===== src/rtl/frame_reader_pkg.sv =====
// frame_reader_pkg
// Shared definitions for the frame reader and its output FIFO:
//   - default output-buffer depth
//   - controller state encoding
//   - bit positions of the line/frame tags carried beside each pixel
package frame_reader_pkg;

  localparam int FIFO_DEPTH_DEFAULT = 4;

  // Tag field sits above the pixel data in each FIFO word.
  localparam int TAG_W   = 2;
  localparam int TAG_EOL = 0;
  localparam int TAG_EOF = 1;

  typedef enum logic [1:0] {
    ST_IDLE  = 2'd0,
    ST_FETCH = 2'd1,
    ST_DRAIN = 2'd2,
    ST_DONE  = 2'd3
  } state_t;

endpackage


===== src/rtl/frame_reader_fifo.sv =====
// frame_reader_fifo
// Single-clock FIFO buffering store read data (plus tags) for the pixel port.
// Ports:
//   clk, rst        clock, synchronous active-high reset
//   push, wr_data   write strobe and word
//   pop, rd_data    read strobe and head word (rd_data valid while !empty)
//   full, empty     status flags
//   count           number of words held (0..DEPTH)
module frame_reader_fifo #(
  parameter int WIDTH = 10,
  parameter int DEPTH = 4
) (
  input  logic                     clk,
  input  logic                     rst,
  input  logic                     push,
  input  logic [WIDTH-1:0]         wr_data,
  input  logic                     pop,
  output logic [WIDTH-1:0]         rd_data,
  output logic                     full,
  output logic                     empty,
  output logic [$clog2(DEPTH):0]   count
);

  localparam int PW = (DEPTH > 1) ? $clog2(DEPTH) : 1;
  localparam int CW = $clog2(DEPTH) + 1;

  logic [WIDTH-1:0] mem [DEPTH];
  logic [PW-1:0]    wptr;
  logic [PW-1:0]    rptr;
  logic             do_push;
  logic             do_pop;

  assign empty   = (count == '0);
  assign full    = (count == CW'(DEPTH));
  assign do_pop  = pop && !empty;
  // A push into a full FIFO is only legal when the head leaves in the same cycle.
  assign do_push = push && (!full || do_pop);
  assign rd_data = mem[rptr];

  always_ff @(posedge clk) begin
    if (rst) begin
      wptr  <= '0;
      rptr  <= '0;
      count <= '0;
    end else begin
      if (do_push) wptr <= wptr + 1'b1;
      if (do_pop)  rptr <= rptr + 1'b1;
      case ({do_push, do_pop})
        2'b10:   count <= count + 1'b1;
        2'b01:   count <= count - 1'b1;
        default: count <= count;
      endcase
    end
  end

  always_ff @(posedge clk) begin
    if (do_push) mem[wptr] <= wr_data;
  end

  // The reader's credit accounting must never push into a full buffer.
  always_ff @(posedge clk) begin
    if (!rst && push) assert (!full);
  end

endmodule


===== src/rtl/frame_reader.sv =====
// frame_reader
// Scans one image out of the image store in raster order and streams it
// to the pixel path with a valid/ready handshake.
// Ports:
//   i_clk, i_rst              clock, synchronous active-high reset
//   i_start, i_img_sel        start pulse (honoured only when idle), image index
//   o_busy, o_done            frame in progress, one-cycle completion pulse
//   o_mem_addr, o_mem_write   store address, write enable (always 0)
//   i_mem_data                store read data, one cycle after the address
//   o_pix_data/valid/ready    pixel stream handshake
//   o_pix_eol, o_pix_eof      last pixel of line / of frame, qualified by valid
module frame_reader
  import frame_reader_pkg::*;
#(
  parameter int ADDR_WIDTH = 8,
  parameter int DATA_WIDTH = 8,
  parameter int IMG_W      = 8,
  parameter int IMG_H      = 8,
  parameter int NUM_IMG    = 4,
  parameter int FIFO_DEPTH = FIFO_DEPTH_DEFAULT,
  localparam int SEL_W     = (NUM_IMG > 1) ? $clog2(NUM_IMG) : 1
) (
  input  logic                  i_clk,
  input  logic                  i_rst,
  input  logic                  i_start,
  input  logic [SEL_W-1:0]      i_img_sel,
  output logic                  o_busy,
  output logic                  o_done,
  output logic [ADDR_WIDTH-1:0] o_mem_addr,
  output logic                  o_mem_write,
  input  logic [DATA_WIDTH-1:0] i_mem_data,
  output logic [DATA_WIDTH-1:0] o_pix_data,
  output logic                  o_pix_valid,
  input  logic                  i_pix_ready,
  output logic                  o_pix_eol,
  output logic                  o_pix_eof
);

  localparam int XW = (IMG_W > 1) ? $clog2(IMG_W) : 1;
  localparam int YW = (IMG_H > 1) ? $clog2(IMG_H) : 1;
  localparam int CW = $clog2(FIFO_DEPTH) + 1;
  localparam int FW = DATA_WIDTH + TAG_W;

  state_t                state;
  state_t                next_state;
  logic [ADDR_WIDTH-1:0] addr;
  logic [ADDR_WIDTH-1:0] base;
  logic [SEL_W-1:0]      sel_c;
  logic [XW-1:0]         x;
  logic [YW-1:0]         y;
  logic                  inflight;
  logic [TAG_W-1:0]      tag_q;
  logic [TAG_W-1:0]      issue_tag;
  logic                  last_x;
  logic                  last_y;
  logic                  issue;
  logic                  pop;
  logic                  drain_ok;

  logic [FW-1:0]         fifo_rd;
  logic                  fifo_full;
  logic                  fifo_empty;
  logic [CW-1:0]         fifo_count;

  assign sel_c = (32'(i_img_sel) >= 32'(NUM_IMG)) ? SEL_W'(NUM_IMG - 1) : i_img_sel;
  assign base  = ADDR_WIDTH'(sel_c) * ADDR_WIDTH'(IMG_W * IMG_H);

  assign last_x = (x == XW'(IMG_W - 1));
  assign last_y = (y == YW'(IMG_H - 1));

  always_comb begin
    issue_tag          = '0;
    issue_tag[TAG_EOL] = last_x;
    issue_tag[TAG_EOF] = last_x && last_y;
  end

  // Credit: words buffered plus the read in flight must leave room for one more.
  assign issue = (state == ST_FETCH) && !fifo_full &&
                 ((32'(fifo_count) + 32'(inflight)) < 32'(FIFO_DEPTH));

  assign pop = o_pix_valid && i_pix_ready;

  // Leave DRAIN on the very edge that hands off the final pixel.
  assign drain_ok = !inflight &&
                    (fifo_empty || ((fifo_count == CW'(1)) && pop));

  always_ff @(posedge i_clk) begin
    if (i_rst) state <= ST_IDLE;
    else       state <= next_state;
  end

  always_comb begin
    next_state = state;
    case (state)
      ST_IDLE:  if (i_start) next_state = ST_FETCH;
      ST_FETCH: if (issue && last_x && last_y) next_state = ST_DRAIN;
      ST_DRAIN: if (drain_ok) next_state = ST_DONE;
      ST_DONE:  next_state = ST_IDLE;
      default:  next_state = ST_IDLE;
    endcase
  end

  always_comb begin
    o_busy = (state != ST_IDLE);
    o_done = (state == ST_DONE);
  end

  always_ff @(posedge i_clk) begin
    if (i_rst) begin
      addr     <= '0;
      x        <= '0;
      y        <= '0;
      inflight <= 1'b0;
      tag_q    <= '0;
    end else begin
      inflight <= issue;
      if (state == ST_IDLE && i_start) begin
        addr <= base;
        x    <= '0;
        y    <= '0;
      end else if (issue) begin
        addr  <= addr + 1'b1;
        tag_q <= issue_tag;
        if (last_x) begin
          x <= '0;
          y <= y + 1'b1;
        end else begin
          x <= x + 1'b1;
        end
      end
    end
  end

  assign o_mem_addr  = addr;
  assign o_mem_write = 1'b0;

  frame_reader_fifo #(
    .WIDTH (FW),
    .DEPTH (FIFO_DEPTH)
  ) u_fifo (
    .clk     (i_clk),
    .rst     (i_rst),
    .push    (inflight),
    .wr_data ({tag_q, i_mem_data}),
    .pop     (pop),
    .rd_data (fifo_rd),
    .full    (fifo_full),
    .empty   (fifo_empty),
    .count   (fifo_count)
  );

  assign o_pix_valid = !fifo_empty;
  assign o_pix_data  = fifo_rd[DATA_WIDTH-1:0];
  assign o_pix_eol   = fifo_rd[DATA_WIDTH + TAG_EOL];
  assign o_pix_eof   = fifo_rd[DATA_WIDTH + TAG_EOF];

endmodule


===== config.mk =====
export PLATFORM = sky130hd
export DESIGN_NAME = frame_reader
export DESIGN_NICKNAME = d
export VERILOG_FILES = /design/src/rtl/frame_reader_pkg.sv /design/src/rtl/frame_reader_fifo.sv /design/src/rtl/frame_reader.sv
export SDC_FILE = /design/constraint.sdc
export NUM_CORES = 1
export LEC_CHECK = 0
export ABC_CLOCK_PERIOD_IN_PS = 3600
export BUFFER_PORTS_ARGS = -buffer_cell sky130_fd_sc_hd__buf_2
export CAP_MARGIN = 20
export CORE_MARGIN = 2
export CORE_UTILIZATION = 55
export CTS_CLUSTER_DIAMETER = 50
export CTS_CLUSTER_SIZE = 14
export DETAILED_ROUTE_END_ITERATION = 7
export PLACE_DENSITY = 0.76
export SLEW_MARGIN = 10
export SYNTH_ARGS = -nofsm -noshare
export SYNTH_HDL_FRONTEND = slang
export SYNTH_SLANG_ARGS = --single-unit

===== constraint.sdc =====
create_clock -name i_clk -period 3.6 [get_ports i_clk]
set_input_delay 0.72 -clock i_clk [delete_from_list [all_inputs] [get_ports i_clk]]
set_output_delay 0.72 -clock i_clk [all_outputs]
set_load 0.02 [all_outputs]

-- Yosys cells after proc, flatten, opt, wreduce, memory -nomap -nowiden
Memory sizes are Yosys's and may differ from the RTL's. A register that Yosys moved wholly into a read port is not among the register bits.
Cells that the tools add are included.
- register bits after elaboration: 26
- bits in latches: 0
- RAM bits: 40
- bits in read-only memories: 0
- input port bits: 14
- logic and storage cells: 70
- memories: 1
- add/sub/neg operators: 8
- multiply operators: 0
- divide/modulo/power cells: 0
- order comparisons: 1
- eq/ne operators: 12
- shift operators: 0
- mux-type cells: 12
- bitwise logic cells: 1
- reduce and logical (&&, ||, !) cells: 25
- memories (name ; depth ; width ; rd ports ; clocked after memory_dff ; wr ports ; line ; source):
    u_fifo.mem ; 4 ; 10 ; 1 ; 1 ; 1 ; frame_reader_fifo.sv:27 ; logic [WIDTH-1:0] mem [DEPTH];
- operators by type and width (operator ; count):
    $mux W8 ; 2
    $logic_and A1 B1 Y1 ; 11
    $mux W2 ; 5
    $add A3 B1 Y3 const B ; 3
    $eq A3 B3 Y1 const B ; 3
    $add A8 B1 Y8 const B ; 1
    $pmux W2 S4 ; 1
    $eq A2 B2 Y1 const B ; 3
    $pmux W3 S2 ; 1
    $reduce_bool A2 Y1 ; 3
    $add A2 B1 Y2 const B ; 2
    $add A3 B1 Y4 ; 1
    $eq A2 B1 Y1 const B ; 2
    $lt A4 B3 Y1 const B ; 1
    $ne A2 B2 Y1 const B ; 2
    $reduce_and A2 Y1 ; 2
    $eq A3 B1 Y1 const B ; 1
    $logic_not A1 Y1 ; 3
    $logic_not A3 Y1 ; 1
    $mux W3 ; 1
    $reduce_and A3 Y1 ; 1
    $sub A3 B1 Y3 const B ; 1
    $logic_not A2 Y1 ; 1
    $logic_or A1 B1 Y1 ; 2
    4 further kinds ; 5

-- Longest topological paths before layout
Gate-level depths: netlist of the first run.
- depth after elaboration: 8
- depth in mapped cells: 7
- mapped depth without buffers: 6

-- By module
From an unflattened synthesis of the first run, not the netlist that was laid out.
- cells, all modules: 217
- area total of the unflattened synthesis: 2915.3 um^2
- modules (own cells, without submodules) (module ; instances ; cells each ; area an instance (um^2) ; sequential area each (um^2)):
    frame_reader_fifo ; 1 ; 106 ; 1930.6 ; 1381.3
    frame_reader ; 1 ; 111 ; 984.7 ; 380.4

-- Worst setup path before layout of the first run
Ideal clock, no wire load.
- kind: register to output
- from: register (tool-made name)
- to: output port o_pix_data[0]
- arrival: 1.167 ns
- required time: 2.880 ns
- slack: 1.713 ns
- stages on the path, launching flop included: 3
- path buffers: 1
- path through: dfxtp_1 buf_2 mux4_2
- RTL lines (what ; line ; source):
    end, declared ; frame_reader.sv:32 ; output logic [DATA_WIDTH-1:0] o_pix_data,

==> results of run 1 <==
cells in the mapped netlist, types with 2 or more instances:
master	count	share of area, %
xor2_1	8	2.4
nand2_1	10	1.3
xnor2_1	3	0.89
a21oi_1	7	1.2
clkbuf_1	4	0.51
dfxtp_1	28	19
nor2b_1	2	0.42
a211oi_1	3	0.76
edfxtp_1	40	41
and3_1	2	0.42
and2_1	5	1.1
buf_2	2	0.34
nand2b_1	6	1.3
mux2i_1	7	2.4
nand4_1	2	0.42
ha_1	18	7.6
nor2_1	19	2.4
inv_1	8	1.0
mux4_2	10	7.6
nand3_1	11	1.9
nand3b_1	3	0.76
o21ai_0	2	0.34
where the power goes:
part	leakage [nW]	internal, W	total (W)	switching [W]
clock	0.0962	0.000319	0.000594	0.000275
combinational	0.609	0.000277	0.000635	0.000358
sequential	0.604	0.000904	0.00101	0.000104
total	1.31	0.00150	0.00224	0.000736
cell families after synthesis:
group / count (synthesis) / synth area share [%]
xor+xnor: 11 / 3.249
fa+ha+maj: 18 / 7.595
simple gates: 65 / 11.31
compound gates: 21 / 5.739
flops: 68 / 59.41
mux: 17 / 9.958
buf+inv: 17 / 2.616
other cells: 1 / 0.1265
critical path, delay by kind of cell (launching register included):
kind	cells	cell delay [ns]
buf+inv	1	0.17
flops	1	0.74
mux	1	0.59
path summary, 6_finish.rpt:
path                                endpoint  cells after the start  slack, ns
setup / recovery               o_pix_data[0]                      2       1.04
hold / removal             x[1]$_SDFFE_PP0P_                      2       0.46
setup reg to reg  u_fifo.mem[1][0]$_DFFE_PP_                      5       1.50
hold reg to reg            x[1]$_SDFFE_PP0P_                      2       0.46
layout by cell type, fill, tap and decap left out, types with 2 or more instances in the layout:
cell       n
inv_1      8
mux4_2    10
nand2_1   10
nand3_1   11
nor2_1    19
mux2i_1    7
and3_1     2
a211oi_1   3
and2_1     5
nand2b_1   6
nor2b_1    2
nand4_1    2
clkinv_2   2
clkbuf_8   9
xnor2_1    3
a21oi_1    7
clkinv_4   2
ha_1      18
dfxtp_1   28
o21ai_0    2
xor2_1     8
buf_2     34
edfxtp_1  40
nand3b_1   3
sequential cells by signal, summed over array words and instances, names as in the netlist, named ones only:
name / flops
u_fifo.mem: 40
o_mem_addr: 8
u_fifo.count: 3
x: 3
y: 3
state: 2
tag_q: 2
u_fifo.rptr: 2
u_fifo.wptr: 2
inflight: 1
through the flow:
step	cells	total power, W	hold WS (ns)	cell area [um^2]
4_1_cts	329	0.002262	0.4626	3368
3_5_place_dp	313	0.001661	0.4533	3176
6_report	329	0.002237	0.4614	3368
5_1_grt	329	0.002370	0.4870	3368
3_3_place_gp	313	0.001644	0.4467	3176
2_1_floorplan	218	0.001513	0.4400	2965
cell type report:
cell class | count | area [um^2]
well taps | 70 | 87.58
inverters | 8 | 30.03
flip-flops and latches | 68 | 1762
fillers | 412 | 1772
multi-input cells | 133 | 1126
clock buffers | 10 | 127.6
repair buffers | 34 | 170.2
clock inverters | 6 | 65.06
per-layer routing:
metal	wire (um)	GRT usage (%)
met5	0	0
met1	2074	20.96
met2	2424	29.39
met4	76	6.429
met3	223	5.233
==> metrics.txt, run 1 <==
status finished clean; Net Count, Synth 250; row count 26; Pleak roughly 1.3 nW; DR DRC count 0; via count roughly 1700; height of the die roughly 77 um; TritonCTS Buffers 9; final-report hold violation count 0; YS warnings 0; initial antenna violation count 0; Mapped Cells 218; Hold WC Path Type reg -> reg; Boundary Pins 36; starting density of the core between 50 and 60%; max-cap violation count 0; clk sinks 68; Pwr Density between 600 and 700 mW/mm^2; Slowest cell on crit path dfxtp_1; Synth Area per Inst 13.60 um^2; DR WL/cell between 10 and 15 um; clk_lat worst skew 0.34 ns; post-synthesis cell type count 40; Setup Fix Bufs, Post-CTS 0; Tightest Pin Transition roughly 0.65 ns; diodes inserted 0; setup TNS 0 ns; worst setup margin 1.042 ns; pin count of the biggest net entering global routing 19; first-pass GRT wire length slightly below 8000 um; # hold bufs at CTS 0; Routability Congestion roughly 0.74; #FFs+latches synth 68; ys flop type edfxtp_1; vias in the first global route ~1700; I/O Buffers 34; die extent in x 77.43 um; GRT Total Usage roughly 17%; # setup viols final 0; critical path class reg -> out; r2r startpoint u_fifo.count[0]$_SDFFE_PP0P_; H-tree depth 3; startpoint types register; # nets final between 200 and 300; post-layout min period 2.558 ns; Core Region roughly 0.005 mm^2; drt via density approximately 5.3; Max Clk Rate around 390 MHz; TritonRoute pass-1 iters 4; clk root buf clkbuf_8; post-CTS sizing 0; EDFF count, synth 40; Seq/Total Area, Yosys 59.41%; Worst Skew 0.009623 ns; RSZ-0062 raised after global routing no; relative slew slack roughly 57%; clk slew on worst S/H paths 0.07 ns; DP Worst Slack ~1.4 ns; Max Transition Viols Final 0; Synth Cell Area between 0.002 and 0.003 mm^2; Finished Core Util about 66%; Max Root-Sink Buffers 2; final period utilization 71.05%; Crit path arrival time between 1.5 and 2 ns; CTS tree yes; Die ar. roughly 0.006 mm^2; critical path required time between 2 and 3 ns; VDD IR max between 400 and 500 uV; layout cells sized above 1 a little under a quarter; element type at the critical path end output pin; drt total wl between 4000 and 5000 um; drt initial violations 79; crit-path max FO 10; Layout area overhead 13.59%; GRT overflow 0; crit-path cells mux4_2, buf_2; CP max stage delay 0.74 ns; antenna viol nets, final 0; Hold Crit Start x[1]$_SDFFE_PP0P_; dpl hpwl roughly 3300 um; Post-synth ARST share 0%
Power figures use the tool's default switching activity.
==> run 2: changes to the inputs <==
- ABC_AREA: not set -> 1
- ABC_CLOCK_PERIOD_IN_PS: 3600 -> 2400
- clock period: 3.6 -> 2.4 ns (I/O delays scaled with it)
==> metrics.txt, run 2 <==
Synth Area per Inst 9.695 um^2; vias in the first global route 2000; setup TNS 0 ns; #FFs+latches synth around 70; Synth Cell Area slightly below 0.003 mm^2; Max Transition Viols Final 0; post-route cell area 0.003430 mm^2; Mapped Cells about 310; # nets final between 300 and 400; H-tree depth 3; post-layout min period 2.101 ns; Die ar. about 0.006 mm^2; xor/xnor share of the synthesized area under 10%; Synth area leader edfxtp_1; drt initial violations 57; VDD IR max ~700 uV; Post-synth ARST share 0%; post-CTS sizing 0; Synth Area in Compound Gates slightly above 10%; GRT Total Usage approximately a fifth; max FFs per register 40; Setup Fix Bufs, Post-CTS 0; I/O Buffers 34; startpoint types register; DR WL/cell between 10 and 15 um; Pwr Density 1103 mW/mm^2; Tightest Pin Transition ~0.95 ns; dpl cell area ~0.0032 mm^2; Net Count, Synth 338; element type at the critical path end register; layout cells sized above 1 15.71%; Pleak 1.437 nW; top post-synthesis cells by count nor2_1 (56), nand2_1 (46), edfxtp_1 (40), inv_1 (32); TritonRoute pass-1 iters 4; pin count of the biggest net entering global routing 21; CTS tree yes; simple-gate share of the synthesized area 15.61%; die extent in x 77.44 um; RSZ-0062 raised after global routing no; Worst Skew a little over 0.008 ns; fill count 393; final-report hold violation count 0; TritonCTS Buffers 9; EDFF count, synth 40; final period utilization around 88%; Core Region 0.005172 mm^2; drt total wl 5244 um; top-area cell type share of the netlist area 40.49%; Top reg by flops u_fifo.mem; status finished clean; GRT overflow 0; cell with the most instances after synthesis nor2_1; clk sinks slightly below 70; max-cap violation count 0; Max Clk Rate 475.9 MHz; mux contribution to synthesized area 0%; drt via density around 5; main combinational cell family by area after synthesis simple AND/OR/NAND/NOR gates; clk_lat worst skew 0.33 ns; most frequent cells in the layout nor2_1 (56), nand2_1 (46), edfxtp_1 (40); Routability Congestion roughly 0.74; post-synthesis cell type count 25; initial antenna violation count 0; Hold WC Path Type in -> reg; crit-path max FO 10; first-pass GRT wire length approximately 8900 um; ys flop type edfxtp_1; Synth area leaders edfxtp_1 (40%), dfxtp_1 (19%), ha_1 (7.6%); Max Root-Sink Buffers 2; via count ~2100; # setup viols final 0; # hold bufs at CTS 0; Crit path arrival time between 2 and 2.5 ns; height of the die a little under 80 um; critical path required time 2.35 ns; most common cell after layout, fill and taps aside nor2_1; YS warnings 0; Seq/Total Area, Yosys between 50% and 60%; DR DRC count 0; Layout area overhead 15.61%; antenna viol nets, final 0; critical path class reg -> reg; row count 26; dpl hpwl 3646 um; Boundary Pins 36; starting density of the core between 50% and 60%; relative slew slack a little over a third; clk slew on worst S/H paths ~0.070 ns; clk root buf clkbuf_8; Synth Area in Adders under 10%; diodes inserted 0
==> run 2: cell types whose count changed in the layout (fill, tap and decap cells not counted), moves of 10 or more <==
cell	change
inv_1	+24
mux4_2	-10
nand2_1	+36
nor2_1	+37
o21ai_0	+26
o22ai_1	+10
==> run 2: power breakdown <==
group	internal (W)	total (W)	switching [W]	leakage (nW)
Combinational	0.000402	0.00123	0.000827	0.729
Clock	0.000643	0.00106	0.000416	0.112
Sequential	0.00138	0.00149	0.000111	0.597
==> run 2: path summary, 6_finish.rpt <==
kind | to | slack [ns] | depth (start not counted) | startpoint
setup reg to reg | u_fifo.mem[0][4]$_DFFE_PP_ | 0.30 | 5 | u_fifo.count[0]$_SDFFE_PP0P_
setup / recovery | u_fifo.mem[0][4]$_DFFE_PP_ | 0.30 | 5 | u_fifo.count[0]$_SDFFE_PP0P_
hold / removal | u_fifo.mem[0][0]$_DFFE_PP_ | 0.36 | 1 | i_mem_data[0]
hold reg to reg | y[0]$_SDFFE_PP0P_ | 0.47 | 2 | y[0]$_SDFFE_PP0P_
==> run 2: logic make-up (layout without fill, tap and decap cells) <==
group	after synthesis	in the layout
fa+ha+maj	18	18
buf+inv	41	85
other cells	1	1
xor+xnor	5	5
flops	68	68
simple gates	117	117
compound gates	56	56
==> run 2: per-layer routing <==
metal | vias up | global-route usage, % | share of wire [%]
met4 | 0 | 7.500 | 1.7
met1 | 950 | 22.92 | 45
met5 | - | 0 | 0
li1 | 1090 | - | -
met2 | 42 | 33.30 | 50
met3 | 12 | 5.116 | 3.7
==> run 2: critical path: stages, from the launching register on <==
cell,delay [ns]
dfxtp_1,0.39
inv_1,0.11
ha_1,0.24
nand2_1,0.10
o21ai_2,0.12
nor2_1,0.75
==> run 2: layout make-up <==
class,count,area [um^2],share of cell area [%]
Tap cell,70,87.58,2.554
Timing Repair Buffer,35,177.7,5.181
Sequential cell,68,1762,51.37
Multi-Input combinational cell,197,1040,30.32
Clock inverter,5,83.83,2.444
Clock buffer,11,151.4,4.414
Inverter,34,127.6,3.721
==> run 2: metrics by stage <==
stage	std cells	setup slack [ns]	util [%]	total power, W	hold slack, ns
2_1_floorplan	306	0.6961	-	0.002438	0.4428
3_3_place_gp	404	0.3754	61.76	0.002716	0.4591
3_5_place_dp	404	0.2959	61.76	0.002758	0.4659
4_1_cts	420	0.2718	66.30	0.003817	0.3483
5_1_grt	420	0.1103	66.30	0.004044	0.3561
6_report	420	0.2986	66.30	0.003783	0.3609
